<file path="config.mk">
export PLATFORM = sky130hd
export DESIGN_NAME = vga_timing_gen
export DESIGN_NICKNAME = d
export VERILOG_FILES = /design/src/rtl/vga_timing_gen.sv
export SDC_FILE = /design/constraint.sdc
export NUM_CORES = 1
export LEC_CHECK = 0
export ABC_CLOCK_PERIOD_IN_PS = 1700
export CAP_MARGIN = 25
export CORE_MARGIN = 3
export CORE_UTILIZATION = 31
export CTS_CLUSTER_DIAMETER = 40
export CTS_CLUSTER_SIZE = 10
export DETAILED_ROUTE_END_ITERATION = 16
export HOLD_SLACK_MARGIN = 0.03
export PLACE_DENSITY_LB_ADDON = 0.08
export SLEW_MARGIN = 20
export SYNTH_ARGS = -nofsm -noshare
export SYNTH_HDL_FRONTEND = slang
export SYNTH_SLANG_ARGS = --single-unit
</file>
<file path="constraint.sdc">
create_clock -name clk -period 1.7 [get_ports clk]
set_clock_uncertainty 0.15 [all_clocks]
set_input_delay 0.34 -clock clk [delete_from_list [all_inputs] [get_ports clk]]
set_output_delay 0.34 -clock clk [all_outputs]
set_load 0.005 [all_outputs]
</file>
<file path="src/rtl/vga_timing_gen.sv">
// vga_timing_gen: parametrised VGA raster timing generator.
// Holds the horizontal and vertical counters and produces registered sync,
// active-video, pixel coordinates and line/frame strobes. The outputs are
// registered from the pre-update counter values, so they trail the counters
// by one clock. h_tc is combinational and is meant for chaining.

module vga_timing_gen #(
    parameter int H_ACTIVE = 640,
    parameter int H_FP     = 16,
    parameter int H_SYNC   = 96,
    parameter int H_BP     = 48,
    parameter int V_ACTIVE = 480,
    parameter int V_FP     = 10,
    parameter int V_SYNC   = 2,
    parameter int V_BP     = 33,
    parameter bit HS_POL   = 1'b0,
    parameter bit VS_POL   = 1'b0,
    parameter int CW       = 10
) (
    input  logic          clk,
    input  logic          reset,
    input  logic          en,
    output logic          hsync,
    output logic          vsync,
    output logic          video_on,
    output logic [CW-1:0] x,
    output logic [CW-1:0] y,
    output logic          line_end,
    output logic          frame_end,
    output logic          h_tc
);

    localparam int H_TOTAL = H_ACTIVE + H_FP + H_SYNC + H_BP;
    localparam int V_TOTAL = V_ACTIVE + V_FP + V_SYNC + V_BP;

    // A counter that cannot reach TOTAL-1 would never wrap correctly.
    if ((H_TOTAL - 1) > ((1 << CW) - 1)) begin : g_h_too_wide
        $error("vga_timing_gen: H_TOTAL-1 does not fit in CW bits");
    end
    if ((V_TOTAL - 1) > ((1 << CW) - 1)) begin : g_v_too_wide
        $error("vga_timing_gen: V_TOTAL-1 does not fit in CW bits");
    end

    localparam logic [CW-1:0] H_LAST = CW'(H_TOTAL - 1);
    localparam logic [CW-1:0] V_LAST = CW'(V_TOTAL - 1);

    // Region bounds are one bit wider so a sync ending exactly at 2^CW
    // (zero back porch at full counter range) still compares correctly.
    localparam logic [CW:0] H_ACT_END = (CW+1)'(H_ACTIVE);
    localparam logic [CW:0] HS_BEG    = (CW+1)'(H_ACTIVE + H_FP);
    localparam logic [CW:0] HS_END    = (CW+1)'(H_ACTIVE + H_FP + H_SYNC);
    localparam logic [CW:0] V_ACT_END = (CW+1)'(V_ACTIVE);
    localparam logic [CW:0] VS_BEG    = (CW+1)'(V_ACTIVE + V_FP);
    localparam logic [CW:0] VS_END    = (CW+1)'(V_ACTIVE + V_FP + V_SYNC);

    logic [CW-1:0] h_cnt_q, h_cnt_d;
    logic [CW-1:0] v_cnt_q, v_cnt_d;
    logic [CW-1:0] x_q, x_d;
    logic [CW-1:0] y_q, y_d;
    logic          hsync_q, hsync_d;
    logic          vsync_q, vsync_d;
    logic          video_on_q, video_on_d;
    logic          line_end_q, line_end_d;
    logic          frame_end_q, frame_end_d;

    logic          h_last;
    logic          v_last;
    logic [CW:0]   h_ext;
    logic [CW:0]   v_ext;

    assign h_last = (h_cnt_q == H_LAST);
    assign v_last = (v_cnt_q == V_LAST);
    assign h_ext  = {1'b0, h_cnt_q};
    assign v_ext  = {1'b0, v_cnt_q};
    assign h_tc   = en & h_last;

    // Next counter values: h advances on every enable, v only at end of line.
    always_comb begin
        h_cnt_d = h_cnt_q;
        v_cnt_d = v_cnt_q;
        if (en) begin
            if (h_last) begin
                h_cnt_d = '0;
                if (v_last) begin
                    v_cnt_d = '0;
                end else begin
                    v_cnt_d = v_cnt_q + 1'b1;
                end
            end else begin
                h_cnt_d = h_cnt_q + 1'b1;
            end
        end
    end

    // Output decode from the current (pre-update) counters; strobes need en.
    always_comb begin
        x_d         = h_cnt_q;
        y_d         = v_cnt_q;
        video_on_d  = (h_ext < H_ACT_END) && (v_ext < V_ACT_END);
        hsync_d     = ((h_ext >= HS_BEG) && (h_ext < HS_END)) ? HS_POL : ~HS_POL;
        vsync_d     = ((v_ext >= VS_BEG) && (v_ext < VS_END)) ? VS_POL : ~VS_POL;
        line_end_d  = en & h_last;
        frame_end_d = en & h_last & v_last;
    end

    // State and output registers; reset takes priority over en.
    always_ff @(posedge clk) begin
        if (reset) begin
            h_cnt_q     <= '0;
            v_cnt_q     <= '0;
            x_q         <= '0;
            y_q         <= '0;
            hsync_q     <= ~HS_POL;
            vsync_q     <= ~VS_POL;
            video_on_q  <= 1'b0;
            line_end_q  <= 1'b0;
            frame_end_q <= 1'b0;
        end else begin
            h_cnt_q     <= h_cnt_d;
            v_cnt_q     <= v_cnt_d;
            x_q         <= x_d;
            y_q         <= y_d;
            hsync_q     <= hsync_d;
            vsync_q     <= vsync_d;
            video_on_q  <= video_on_d;
            line_end_q  <= line_end_d;
            frame_end_q <= frame_end_d;
        end
    end

    assign hsync     = hsync_q;
    assign vsync     = vsync_q;
    assign video_on  = video_on_q;
    assign x         = x_q;
    assign y         = y_q;
    assign line_end  = line_end_q;
    assign frame_end = frame_end_q;

endmodule

</file>
==> results.toml <==
[grt]
grt_pass1_vias = 1443
grt_first_pass_wirelength_um = 6560
antenna_found_initial = 0
grt_use_total_pct = 12.8
grt_max_degree = 20
gr-total-overflow = 0

[floorplan]
coreArea_sq_mm = 0.00527
die_h_um = 80.7
start_util_pct = 32.9
dieArea_sq_mm = 0.00652
rows = 26
pin_count = 29
dieWidth_um = 80.7

[place]
io_buffers = 28
place_area_sq_mm = 0.00227
gp_congestion = 0.850
hpwlAfterDp_um = 2660
place_ws_ps = -518

[pwr]
pwr-share-comb_pct = 3.6
p_sw_share_pct = 19.5
leakage_nw = 0.894
p_seq_share_pct = 54.5
ir_drop_mv = 0.393
pwr-share-clk_pct = 41.8
p_per_area_mw_per_mm2 = 816
p_int_mw = 1.58
p_sw_mw = 0.382

[drt]
dr.pass1.iters = 4
drc = 0
postRouteAntennaNets = 0
drt-vias-per-instance = 4.69
drt_iter0_drc = 90
wl_per_cell_um = 12.0
vias = 1458
routed_wl_um = 3730

[logic_synthesis]
ys_warn_count = 0
syn_area_per_cell_sq_um = 9.26
synth-main-ff-cell = "dfxtp_1"
syn-num-nets = 194
ys_ff_latch = 45
yosysUniqueCellTypes = 30
synth_cells = 187
syn-cell-area_sq_mm = 0.00173
ys_seq_area_share_pct = 52.0
synthArstFlopShare_pct = 0
synth_edf_count = 0

[worst_hold_path]
min_path_type = "register to register"
min_from = "v_cnt_q[1]$_SDFFE_PP0P_"
hold_path_end = "y[1]$_SDFF_PP0_"
hold_depth = 2

[setup_path]
crit_family = "flip-flops"
path_cells = "ha_4, and3_4, nand4_1, inv_1, buf_2"
crit_buf_inv = 2
critPathKind = "register to output pin"
worstPathMaxFanout = 2
critPathMaxStageDelay_ps = 360
worst_r2r_endpoint = "v_cnt_q[6]$_SDFFE_PP0P_"
rrSetupSlack_ps = -10
worst_ep_arrival_time_ps = 1300
reg2reg_depth = 6
slowest_stage = "dfxtp_2"
r2r-start = "h_cnt_q[0]$_SDFFE_PP0P_"
endpoint_kind = "output pin"
startpoint_type = "register"
cp.required_ps = 1210

[timing]
finalHoldViolCount = 0
fin_crit_sh_pct = 105
final_max_slew_viol_count = 0
worstMarginPinSlew_ps = 236
rsz0062_at_grt = "true"
period_needed_ps = 1790
maxSlewHeadroom_pct = 84.2
fmax_mhz = 558
setup_viol = 2
postLayoutSetupSlackWorst_ps = -93.2
hold_ws_ps = 342
setup-tns-final_ps = -102

[clock_tree]
clkTransAtPathRegs_ps = 80
clk_latency_ps = 290
cts_tree = "yes"
cts_buffers = 5
h-tree-depth = 2
ctsRootBufferMaster = "clkbuf_8"
clk_path_buf_depth = 2
hold_buffers = 0
numClockSinks = 45

[final_layout]
drive_gt1_share_pct = 18.3
postLayoutCoreUtil_pct = 45.6
stdcell_area_sq_mm = 0.00240
area_growth_pct = 38.8
fin_nets = 247
antennaDiodeCount = 0

[outcome]
violations = "negative setup slack"
status = "finished with violations"

[run]
cap_violations = 0
-- final cells by class --
type,instances,area (sq um)
clock buffer,7,86.3
clock inverter,1,30.0
fill,544,2870
inverter,12,45.0
multi-input combinational,120,752
sequential,45,906
tap,70,87.6
timing repair buffer,56,497
-- cell families (layout without fill, tap and decap cells) --
kind of cell | count (synthesis) | after routing | synth area share (%)
AND/OR/NAND/NOR | 86 | 86 | 26.9
flip-flops | 45 | 45 | 52.0
buffers and inverters | 22 | 76 | 5.71
AO/OA/AOI/OAI | 21 | 21 | 7.95
XOR/XNOR | 9 | 9 | 4.55
adder cells (fa/ha/maj) | 4 | 4 | 2.89
-- synthesized netlist by cell type, drive strengths merged (6+ instances only) --
cell type  number  area [sq um]
dfxtp          45           901
nor2           18          67.6
nand3          13          65.1
inv            12          45.0
nor3           11          55.1
a21oi          10          50.1
nand2          10          37.5
nor2b          10          62.6
clkbuf          7          26.3
and3            6          37.5
-- per-layer routing --
layer	vias to the layer above	GRT usage, %	share of wire [%]
met5	-	0	0
met4	0	4.05	1.2
met3	5	3.88	5.0
met2	37	20.6	45
met1	669	16.3	49
li1	747	-	-
-- placed cells by master (no fill, tap or decap), types with 2 or more instances in the layout --
| master | count |
|---|---|
| dfxtp_1 | 41 |
| buf_4 | 27 |
| clkdlybuf4s50_1 | 26 |
| nor2_1 | 18 |
| nand3_1 | 13 |
| inv_1 | 12 |
| nor3_1 | 11 |
| a21oi_1 | 10 |
| nor2b_1 | 10 |
| nand2_1 | 9 |
| clkbuf_8 | 6 |
| nand4_1 | 5 |
| and3_1 | 5 |
| xor2_1 | 5 |
| or3_1 | 5 |
| o32ai_1 | 5 |
| xnor2_1 | 4 |
| dfxtp_2 | 4 |
| ha_1 | 3 |
| and2_1 | 2 |
| o21ai_0 | 2 |
-- metrics by stage --
stage / total power [mW] / instances
finish: 1.96 / 311
global route: 2.05 / 311
CTS: 2.00 / 311
detailed placement: 1.16 / 303
global placement: 1.16 / 303
floorplan: 1.12 / 187
-- worst min-delay path, cell delays in order (launching register included) --
cell and delay (ps):
dfxtp_1 310, inv_1 80, nor2_1 60
-- sequential cells by signal, indices dropped and copies added, names as in the netlist, 10 cells and up --
signal and count:
h_cnt_q 10, v_cnt_q 10, x 10, y 10
-- power by group through the flow --
| stage | clock network [mW] | registers, mW | logic, mW |
|---|---|---|---|
| 6_report | 0.820 | 1.07 | 0.0713 |
| 5_1_grt | 0.898 | 1.07 | 0.0801 |
| 4_1_cts | 0.854 | 1.07 | 0.0725 |
| 3_5_place_dp | 0 | 1.09 | 0.0723 |
| 3_3_place_gp | 0 | 1.09 | 0.0715 |
| 2_1_floorplan | 0 | 1.09 | 0.0307 |
-- worst max-delay path by stage --
stage / start / endpoint / cells after the start
after detailed placement: en / h_tc / 5
final: h_cnt_q[0]$_SDFFE_PP0P_ / h_tc / 5
after global placement: en / h_tc / 5
after floorplan: h_cnt_q[0]$_SDFFE_PP0P_ / v_cnt_q[3]$_SDFFE_PP0P_ / 6
after CTS: h_cnt_q[7]$_SDFFE_PP0P_ / h_tc / 4
after global routing: h_cnt_q[5]$_SDFFE_PP0P_ / h_tc / 4
-- repair_timing --
action | CTS | global route
setup endpoints to repair | 2 | 8
pin swaps | 2 | 2
gates resized for setup | 11 | 2
setup buffers | 1 | 0
Power figures use the tool's default switching activity.
==> patch 1, RTL diff (same flow settings) <==
Change the parameter `VS_POL` from 1'b0 to 1'b1.
--- a/src/rtl/vga_timing_gen.sv
+++ b/src/rtl/vga_timing_gen.sv
@@ -16,3 +16,3 @@
     parameter bit HS_POL   = 1'b0,
-    parameter bit VS_POL   = 1'b0,
+    parameter bit VS_POL   = 1'b1,
     parameter int CW       = 10
Behaviour: not the same (a bounded check fails within 4 cycles, from zero or initial values and one cycle with reset high).
==> patch 1 against the original RTL <==
  * The flow still finishes with violations (negative setup slack)
  * Wire length increased by 6.2%
  * Maximum frequency decreased by 6.8%
  * Total power decreased by 8.8%
  * Design area increased by 3.9%
  * Count of clock-buffer cells in the layout increased by 1
  * Setup slack got worse by 130 ps
  * Area after synthesis decreased by 1.3%
  * Sequential cell count unchanged
  * Sequential share of layout area decreased by 1.3 points
  * Highest routed layer unchanged
==> patch 1: results (changes against the original RTL) <==
Sorting the synthesized cells by area gives the leading types as dfxtp_1 (53%), nor2b_1 (5.1%), nor2_1 (4.4%). The non-filler instance count after layout came out at 314 (+0.96%). The transition time at the pin with the least slew margin is 340 ps (+104 ps).

The wire length of the first global-routing pass is 6.76 mm (+3.2%). The global routing usage summed across all routing layers came out at 13.7% (+0.94 points). The total placed cells including tap cells is 304 (+0.33%).

The share of the yosys chip area belonging to registers came to 52.7% (+0.69 points). The number of fill cells came out at 530 (-2.6%). The sequential standard cell area came out at 908 µm² (+0.28%). The cell class contributing the biggest share of worst-path delay is simple AND/OR/NAND/NOR gates. The final-layout worst hold slack is 385 ps (+42.6 ps). The detailed-placement wirelength estimate is 3.00 mm (+13%). The largest voltage drop on the vdd net came out at 0.000322 V (-18%). The run finished, with violations left. The endpoint of the worst hold path is v_cnt_q[9]. The smallest setup slack after layout is -225 ps (-132 ps).

The weighted congestion at the end of routability-driven global placement came out at 0.818 (-3.8%). The detailed-route wire length per cell came out at 12.6 µm (+5.2%). The average cell area after synthesis is 9.50 µm² (+2.5%). The cell area after placement is 2370 µm² (+4.3%). The share of final-layout standard cells stronger than drive strength 1 came to 24.2% (+5.9 points). The critical path starts at h_cnt_q[1]. The number of setup violations in the final report came out at 9 (+7). The worst register-to-register path ends at v_cnt_q[7]. The static leakage power is 0.000913 µW (+2.1%). In this run the critical register-to-register path is launched from h_cnt_q[1]. The total number of nets in the final design is 250 (+1.2%).

The ratio of routed vias to standard cells is 4.54 (-3.3%). By count the netlist is led by dfxtp_1 (45), nor2_1 (20), nor2b_1 (14). The startpoint identified for the worst hold timing path is v_cnt_q[9]. The number of global-route vias before repair came to 1430 (-0.90%). The synthesized net count came out at 187 (-3.6%). The number of DRC markers after the initial detailed-route iteration is 83 (-7.8%). The checks that failed: negative setup slack. The distinct cell type count after synthesis was 29 (-3.3%).

The final sum of negative setup slack came out at -1270 ps (-1170 ps).
==> patch 1: area by class of cell <==
class	count	share of cell area (%)
clock buffers	8	3.21
inverters	10	1.50
multi-input cells	117	32.3
flip-flops and latches	45	36.4
well taps	70	3.51
repair buffers	64	23.1
==> patch 1: power by group <==
part,switching (µW),internal [µW]
Sequential,6.08,1060
Clock,343,292
Combinational,40.8,44.2
Total,390,1400
==> patch 1: cells by family after synthesis <==
group / synth area share (%)
buffers and inverters: 4.03
adders and majority gates: 2.93
DFF: 52.7
xor gates and xnor gates: 5.12
and+or+nand+nor: 28.5
AOI/OAI and AO/OA: 6.73
==> patch 1: what timing repair did <==
item	CTS	global route
endpoints found under the setup margin	20	21
resized for setup	8	4
pin swaps	5	3
hold buffers	0	0
buffers inserted	2	0
==> patch 1: per-layer routing <==
metal	track usage (%)	share of wire, %	up-vias
li1	-	-	740
met1	16.7	46	660
met2	22.6	50	18
met3	4.15	3.0	6
met4	5.07	1.2	0
met5	0	0	-
==> patch 2, RTL diff (config.mk and constraints unchanged) <==
Without the edit above. The output `x` loses its register stage (`x_q` becomes a continuous assignment).
--- a/src/rtl/vga_timing_gen.sv
+++ b/src/rtl/vga_timing_gen.sv
@@ -110,3 +110,2 @@
             v_cnt_q     <= '0;
-            x_q         <= '0;
             y_q         <= '0;
@@ -120,3 +119,2 @@
             v_cnt_q     <= v_cnt_d;
-            x_q         <= x_d;
             y_q         <= y_d;
@@ -129,2 +127,4 @@
     end
+
+    assign x_q = x_d;
 
Formal check against the unedited RTL: not equivalent (a bounded check fails within 4 cycles, from zero or initial values and one cycle with reset high).
==> patch 2 against the original RTL <==
  * Sequential share of layout area shrank 5.6 points
  * Synthesized cell count fell by 16%
  * Setup slack improved by 110 ps
  * Sequential cell count down 10
  * Total power is 15% lower
  * Utilization is 4.5 points higher
  * Design area down 7.3%
  * Area after synthesis decreased by 15%
  * Wire length decreased by 5.4%
  * Critical endpoint is now v_cnt_q[8]
  * Largest power group unchanged
==> patch 2: results (changes against the original RTL) <==
The net switching power is 355 µW (-7.1%). The wire length of the first global-routing pass is 5.50 mm (-16%). The number of DRC markers after the initial detailed-route iteration came to 42 (-53%). The share of cell area taken by muxes after synthesis is 0.684% (+0.68 points). The depth of the worst register-to-register path came to 5 (-1). The worst slew slack as a fraction of its limit was 81.9% (-2.3 points). Sorting the synthesized cells by area gives the leading types as dfxtp_1 (48%), nor2_1 (5.4%), xor2_1 (3.6%).

The largest voltage drop on the vdd net came out at 0.000358 V (-8.9%). The total via count after detailed routing came out at 1297 (-11%). The run finished with clean final reports. The largest net degree at the start of global routing came out at 14 (-30%).

The area fraction of the dominant cell type after synthesis came out at 47.9% (-4.2 points). The power consumed by sequential cells came out at 832 µW (-22%). The distinct cell type count after synthesis is 35 (+17%). The global routing usage summed across all routing layers came out at 12.9% (+0.16 points).

The total placed cells including tap cells is 260 (-14%). The length of routed wiring on met1 came out at 1.59 mm (-12%). Following the worst setup path forward leads to its endpoint at v_cnt_q[8]. In this run the critical register-to-register path is launched from x[5]. The weighted congestion at the end of routability-driven global placement came out at 0.785 (-7.7%). The met2 wirelength from detailed routing is 1.78 mm (+6.1%). The length of routed met3 wiring was 108 µm (-42%).

The share of the synthesized area in compound gates (AO/OA/AOI/OAI) came out at 6.50% (-1.5 points). The number of global-route vias before repair is 1191 (-17%). The cell with the biggest individual delay on the critical path is or4_4. The part of the power in registers is 50.1% (-4.4 points).

The endpoint of the worst hold path is v_cnt_q[4]. The static leakage power is 0.000922 µW (+3.1%). The start point of the worst hold path is v_cnt_q[4].

The share of the yosys chip area belonging to registers is 47.9% (-4.2 points). The maximum fanout count along the critical path is 4 (+2). The highest cell delay on the worst timing path is 440 ps (+80 ps).

Sorting the synthesized cells by how often they occur yields dfxtp_1 (35), nor2_1 (21), nand2_1 (10). The instance count of the mapped netlist is 157 (-16%). The cell area after placement came out at 2000 µm² (-12%). The ratio of routed vias to standard cells is 4.77 (+1.7%). The register-to-register path setup slack is 20 ps (+30 ps).
[patch 2: changes by cell type after synthesis, moves of 4 or more]
cell      change
nor3_1        -8
nand3_1       -8
inv_1         -4
nor2b_1       -4
clkbuf_1      -4
o32ai_1       -5
dfxtp_1      -10
[patch 2: layer usage]
| metal | track usage (%) | vias up |
|---|---|---|
| met4 | 4.74 | 0 |
| met1 | 15.4 | 606 |
| li1 | - | 664 |
| met3 | 3.20 | 5 |
| met5 | 0 | - |
| met2 | 22.4 | 22 |
[patch 2: kinds of logic (layout without fill, tap and decap cells)]
family,Yosys count,after routing
flip-flops,35,35
AND/OR/NAND/NOR,75,75
XOR/XNOR,11,11
adder cells (fa/ha/maj),4,4
AO/OA/AOI/OAI,16,16
buffers and inverters,15,78
multiplexers,1,1
[patch 2: per-stage QoR]
| stage | setup slack [ps] | TNS, ps | hold slack, ps |
|---|---|---|---|
| 6_report | 19.4 | 0 | 343 |
| 5_1_grt | -62.9 | -131 | 359 |
| 4_1_cts | -32.4 | -62.0 | 335 |
| 3_5_place_dp | -540 | -6130 | 325 |
| 3_3_place_gp | -519 | -5680 | 321 |
| 2_1_floorplan | 8.17 | 0 | 286 |
[patch 2: cell type report]
type	instances	area (µm²)
clock buffers	5	68.8
clock inverters	3	43.8
fillers	432	2220
inverters	8	30.0
multi-input cells	107	766
flip-flops and latches	35	714
well taps	52	65.1
repair buffers	62	541
[patch 2: worst max-delay path: cells and delay by family, from the launching register on]
kind / cells / cell delay [ps]
buffers and inverters: 1 / 110
AND/OR/NAND/NOR: 3 / 910
flip-flops: 1 / 330
AO/OA/AOI/OAI: 1 / 130
[patch 2: what timing repair did]
item / 4_1_cts / 5_1_grt
gates resized for setup: 26 / 20
pin swaps: 1 / 9
setup endpoints to repair: 18 / 9
setup buffers: 1 / 3
